File: src/rtl/iob_ext_mem_arb.sv
// iob_ext_mem_arb: N-master native-bus arbiter to L2 with read-routing FIFO and invalidate sequencer.
// Grant and return paths are combinational; only pointer, lock, FIFO, FSM and error are registered.
module iob_ext_mem_arb #(
   parameter int N_MASTERS = 2,
   parameter int ADDR_W    = 32,
   parameter int DATA_W    = 32,
   parameter int OUTST_W   = 2,
   parameter int PRIO_MODE = 0
) (
   input  logic                          clk_i,
   input  logic                          arst_n_i,
   input  logic                          cke_i,
   input  logic [N_MASTERS-1:0]          m_avalid_i,
   input  logic [N_MASTERS*ADDR_W-1:0]   m_addr_i,
   input  logic [N_MASTERS*DATA_W-1:0]   m_wdata_i,
   input  logic [N_MASTERS*DATA_W/8-1:0] m_wstrb_i,
   output logic [N_MASTERS*DATA_W-1:0]   m_rdata_o,
   output logic [N_MASTERS-1:0]          m_rvalid_o,
   output logic [N_MASTERS-1:0]          m_ready_o,
   output logic                          s_avalid_o,
   output logic [ADDR_W-1:0]             s_addr_o,
   output logic [DATA_W-1:0]             s_wdata_o,
   output logic [DATA_W/8-1:0]           s_wstrb_o,
   input  logic [DATA_W-1:0]             s_rdata_i,
   input  logic                          s_rvalid_i,
   input  logic                          s_ready_i,
   input  logic                          inv_req_i,
   input  logic                          wtb_empty_i,
   output logic                          inv_o,
   output logic                          inv_busy_o,
   output logic                          err_o
);
   localparam int SW    = DATA_W / 8;
   localparam int PW    = $clog2(N_MASTERS);
   localparam int DEPTH = 2 ** OUTST_W;

   typedef enum logic [1:0] {IDLE, DRAIN, INV} state_t;

   state_t               r_state;
   logic [PW-1:0]        r_ptr, r_lock_g, w_g;
   logic [PW-1:0]        r_mem [DEPTH];
   logic [OUTST_W-1:0]   r_wp, r_rp;
   logic [OUTST_W:0]     r_cnt;
   logic                 r_lock, r_inv, r_busy, r_err;
   logic                 w_gv, w_acc, w_push, w_pop, w_empty, w_full;
   logic [N_MASTERS-1:0] w_rd, w_elig;
   int                   w_idx;

   for (genvar k = 0; k < N_MASTERS; k++) begin : g_m
      assign w_rd[k] = ~|m_wstrb_i[k*SW +: SW];
      assign m_rdata_o[k*DATA_W +: DATA_W] = s_rdata_i;
   end

   assign w_empty = r_cnt == '0;
   assign w_full  = r_cnt == (OUTST_W+1)'(DEPTH);
   // Reads are held off while the routing FIFO is full; nothing new is granted while invalidating.
   assign w_elig  = m_avalid_i & ~(w_rd & {N_MASTERS{w_full}}) & {N_MASTERS{r_state == IDLE}};

   always_comb begin
      w_g   = r_lock_g;
      w_gv  = r_lock;
      w_idx = 0;
      if (!r_lock)
         for (int i = 0; i < N_MASTERS; i++) begin
            w_idx = (PRIO_MODE != 0) ? i : (int'(r_ptr) + i) % N_MASTERS;
            if (!w_gv && w_elig[w_idx]) begin
               w_gv = 1'b1;
               w_g  = PW'(w_idx);
            end
         end
   end

   assign s_avalid_o = w_gv & m_avalid_i[w_g];
   assign s_addr_o   = m_addr_i[w_g*ADDR_W +: ADDR_W];
   assign s_wdata_o  = m_wdata_i[w_g*DATA_W +: DATA_W];
   assign s_wstrb_o  = m_wstrb_i[w_g*SW +: SW];
   assign m_ready_o  = s_avalid_o ? ({{(N_MASTERS-1){1'b0}}, s_ready_i} << w_g) : '0;
   assign w_acc      = s_avalid_o & s_ready_i;
   assign w_push     = w_acc & w_rd[w_g];
   assign w_pop      = s_rvalid_i & ~w_empty;
   assign m_rvalid_o = w_pop ? ({{(N_MASTERS-1){1'b0}}, 1'b1} << r_mem[r_rp]) : '0;
   assign inv_o      = r_inv;
   assign inv_busy_o = r_busy;
   assign err_o      = r_err;

   always_ff @(posedge clk_i)
      if (cke_i && w_push) r_mem[r_wp] <= w_g;

   always_ff @(posedge clk_i or negedge arst_n_i) begin
      if (!arst_n_i) begin
         r_state  <= IDLE;
         r_ptr    <= '0;
         r_lock   <= 1'b0;
         r_lock_g <= '0;
         r_wp     <= '0;
         r_rp     <= '0;
         r_cnt    <= '0;
         r_inv    <= 1'b0;
         r_busy   <= 1'b0;
         r_err    <= 1'b0;
      end else if (cke_i) begin
         if (w_acc && PRIO_MODE == 0) r_ptr <= (w_g == PW'(N_MASTERS-1)) ? '0 : w_g + 1'b1;
         r_lock   <= s_avalid_o & ~s_ready_i;
         r_lock_g <= w_g;
         if (w_push) r_wp <= r_wp + 1'b1;
         if (w_pop) r_rp <= r_rp + 1'b1;
         r_cnt    <= r_cnt + (OUTST_W+1)'(w_push) - (OUTST_W+1)'(w_pop);
         if (s_rvalid_i && w_empty) r_err <= 1'b1;
         case (r_state)
            IDLE:
               if (inv_req_i) begin
                  r_state <= DRAIN;
                  r_busy  <= 1'b1;
               end
            DRAIN:
               if (w_empty && !r_lock && wtb_empty_i) begin
                  r_state <= INV;
                  r_inv   <= 1'b1;
               end
            INV: begin
               r_state <= IDLE;
               r_inv   <= 1'b0;
               r_busy  <= 1'b0;
            end
            default: r_state <= IDLE;
         endcase
      end
   end
endmodule

File: config.mk
export PLATFORM = sky130hd
export DESIGN_NAME = iob_ext_mem_arb
export DESIGN_NICKNAME = d
export VERILOG_FILES = /design/src/rtl/iob_ext_mem_arb.sv
export SDC_FILE = /design/constraint.sdc
export NUM_CORES = 1
export LEC_CHECK = 0
export ABC_CLOCK_PERIOD_IN_PS = 3600
export CAP_MARGIN = 10
export CORE_AREA = 2 2 122 124
export CTS_CLUSTER_DIAMETER = 100
export DETAILED_ROUTE_END_ITERATION = 12
export DIE_AREA = 0 0 124 126
export PLACE_DENSITY_LB_ADDON = 0.3
export SLEW_MARGIN = 20
export SYNTH_ARGS = -nofsm -noshare
export SYNTH_HDL_FRONTEND = slang
export SYNTH_SLANG_ARGS = --single-unit
File: constraint.sdc
create_clock -name clk_i -period 3.6 [get_ports clk_i]
set_clock_uncertainty 0.15 [all_clocks]
set_input_delay 0.36 -clock clk_i [delete_from_list [all_inputs] [get_ports clk_i]]
set_output_delay 0.36 -clock clk_i [all_outputs]
set_load 0.05 [all_outputs]
==> metrics.cfg <==
[drt]
wl_met2_microns=4780
ant_nets=0
wl_per_cell_microns=16.0
routed_wl_microns=9340
wl_met1_microns=3400
wl_met3_microns=980
dr.pass1.iters=4
drt-initial-drc-count=59
top_layer_used=met4
drc_errors=0
vias=2319
vias_per_cell=3.98

[worst_setup_path]
cp_max_fo=58
arrival_ns=2.88
path_class=in2out
slowest_delay_ns=0.46
slowest_stage=clkdlybuf4s50_1
cp-start-kind=primary input
endpoint_kind=output port
crit_required_ns=3.09
path_cells=clkdlybuf4s50_1 -> nor4_4 -> a2111oi_1 -> a21o_2 -> buf_4 -> nor2_4 -> buf_12 -> mux2_2 -> buf_4
worst_path_most_repeated_cell=buf_4

[job]
cap_violations=0

[cts]
htreeDepth=1
post_cts_buffers=0
cts_buffers=3
cts.clk_slew.worst_paths_ns=0.06
holdBufCountCts=0
cts.sinks=19
clock-root-buffer=clkbuf_16
clk_path_buf_depth=2
post_cts_resized=0
insertion_delay_ns=0.25
cts_tree=done

[layout]
design_area_sq_mm=0.00434
n_antenna_cell=0
nFillCells=1477
post-route-util_pct=30.3
num-nets-final=584
synthToLayoutAreaGrowth_pct=79.4
drive_gt1_share_pct=38.6

[logic_synthesis]
synthXorXnorAreaFrac_pct=1.81
ys_seq_elements=19
yosysMostFrequentCell=buf_4
synth-compound-area-share_pct=8.03
async_reset_ff_share_pct=78.9
synth_top_family_by_area=multiplexers
synthMuxAreaShare_pct=33.7
synth_edf_count=4
ys_seq_area_share_pct=20.5
synthAdderAreaFrac_pct=3.94
yosysWarnings=0
synthTopCellsByCount=buf_4, mux2_2, dfrtp_1, nand2_1, inv_1
syn_area_per_cell_sq_um=9.98
yosysUniqueCellTypes=44
synth_area_leaders=mux2_2, buf_4, dfrtp_1
synth_cells=242
ys_dominant_reg_cell=dfrtp_1
syn-cell-area_sq_mm=0.00242
syn-num-nets=426
yosys.area_share.simple_pct=9.11
synth_top_cell_area_share_pct=29.4
yosys.area.top_type=mux2_2

[floorplan]
pin_count=317
die_h_microns=126
initial_core_util_pct=16.9
num_rows=44
dieArea_sq_mm=0.0156
die_w_microns=124
core_sq_mm=0.0143

[place]
dpl.hpwl_microns=7990
port_buffers=220
gp_congestion=0.737
dpl_cell_area_sq_mm=0.00426

[global_route]
grt_pass1_wl_microns=13400
grt_pass1_vias=2502
grt_overflow=0
grt_usage_pct=11.2
antenna_found_initial=0
grt_max_degree=59

[pwr]
p_per_area_mw_per_mm2=721
vdd_ir_drop_max_mv=0.309
leakagePower_uw=0.00175

[timing]
layout_min_cycle_time_ns=3.39
maxSlewHeadroom_pct=49.8
worst_slew_pin_slew_ns=0.751
drv_slew=0
setup_viol=0
finalHoldViolations=0
timing.fmax_ghz=0.295
fin_crit_sh_pct=94.1
grt_setup_unrepaired=false

[hold_path]
hold_class=reg2reg

[status]
outcome=complete, no violations

## metal layers
metal,track usage [%],vias to the layer above
met5,0,-
met2,20.5,156
li1,-,1095
met3,3.22,32
met4,2.97,0
met1,12.6,1036
## kinds of logic after synthesis
logic type | Yosys count
AOI/OAI and AO/OA | 23
and+or+nand+nor | 36
adders and majority gates | 7
DFF | 19
xor gates and xnor gates | 5
muxes | 71
buffers and inverters | 81
## final timing paths
check,depth (start not counted),slack [ns],end,from
worst max-delay path,9,0.21,s_addr_o[11],m_wstrb_i[1]
worst min register to register,1,0.32,err_o,err_o
min in group asynchronous,1,0.40,err_o,arst_n_i
worst min-delay path,1,0.32,err_o,err_o
max in group asynchronous,1,2.43,r_state[0],arst_n_i
worst max register to register,13,0.44,r_cnt[2],r_cnt[1]
## cell type report
class                   instances  area (sq um)  share of cell area, %
repair buffers                226          2130                   49.2
inverters                       8          30.0                  0.693
flip-flops and latches         19           495                   11.4
well taps                     184           230                   5.31
multi-input cells             142          1370                   31.5
clock inverters                 1          5.00                  0.115
clock buffers                   3          75.1                   1.73
## where the power goes
part | switching (uW) | internal (uW) | leakage (uW)
logic | 1520 | 1010 | 0.00150
registers | 72.8 | 299 | 0.000209
clock network | 82.8 | 149 | 0.0000409
## cells in the final DEF (no fill, tap or decap), drive strengths merged, types with 3 or more instances in the layout
cell type,synthesis,routed
nor3b,3,3
mux2,70,70
clkbuf,2,3
inv,8,8
nor2b,3,3
xnor2,4,4
ha,6,6
a21oi,4,4
and2,6,6
edfxtp,4,4
clkdlybuf4s50,0,149
buf,71,77
nor2,6,6
o21ai,3,3
dfrtp,15,15
nand2,9,9
## sequential cells by signal, summed over array words and instances (netlist names)
name	count
r_wp	2
r_state	2
err_o	1
r_mem	4
r_ptr	1
r_cnt	3
r_lock_g	1
r_lock	1
inv_o	1
r_rp	2
inv_busy_o	1
## through the flow
| stage | instances | hold WS (ns) | setup slack [ns] | TNS (ns) | total power, uW |
|---|---|---|---|---|---|
| floorplan | 242 | -0.0856 | 0.487 | 0 | 2280 |
| global placement | 579 | 0.311 | 0.0741 | 0 | 2910 |
| detailed placement | 579 | 0.316 | -0.00794 | -0.00794 | 2920 |
| CTS | 583 | 0.329 | 0.163 | 0 | 3170 |
| global route | 583 | 0.359 | 0.0736 | 0 | 3300 |
| finish | 583 | 0.320 | 0.213 | 0 | 3130 |
## worst max-delay path: cells and delay by family
family | cells | cell delay (ns)
buffers and inverters | 4 | 1.11
AND/OR/NAND/NOR | 2 | 0.58
multiplexers | 1 | 0.41
AO/OA/AOI/OAI | 2 | 0.38
Power figures use the tool's default switching activity.
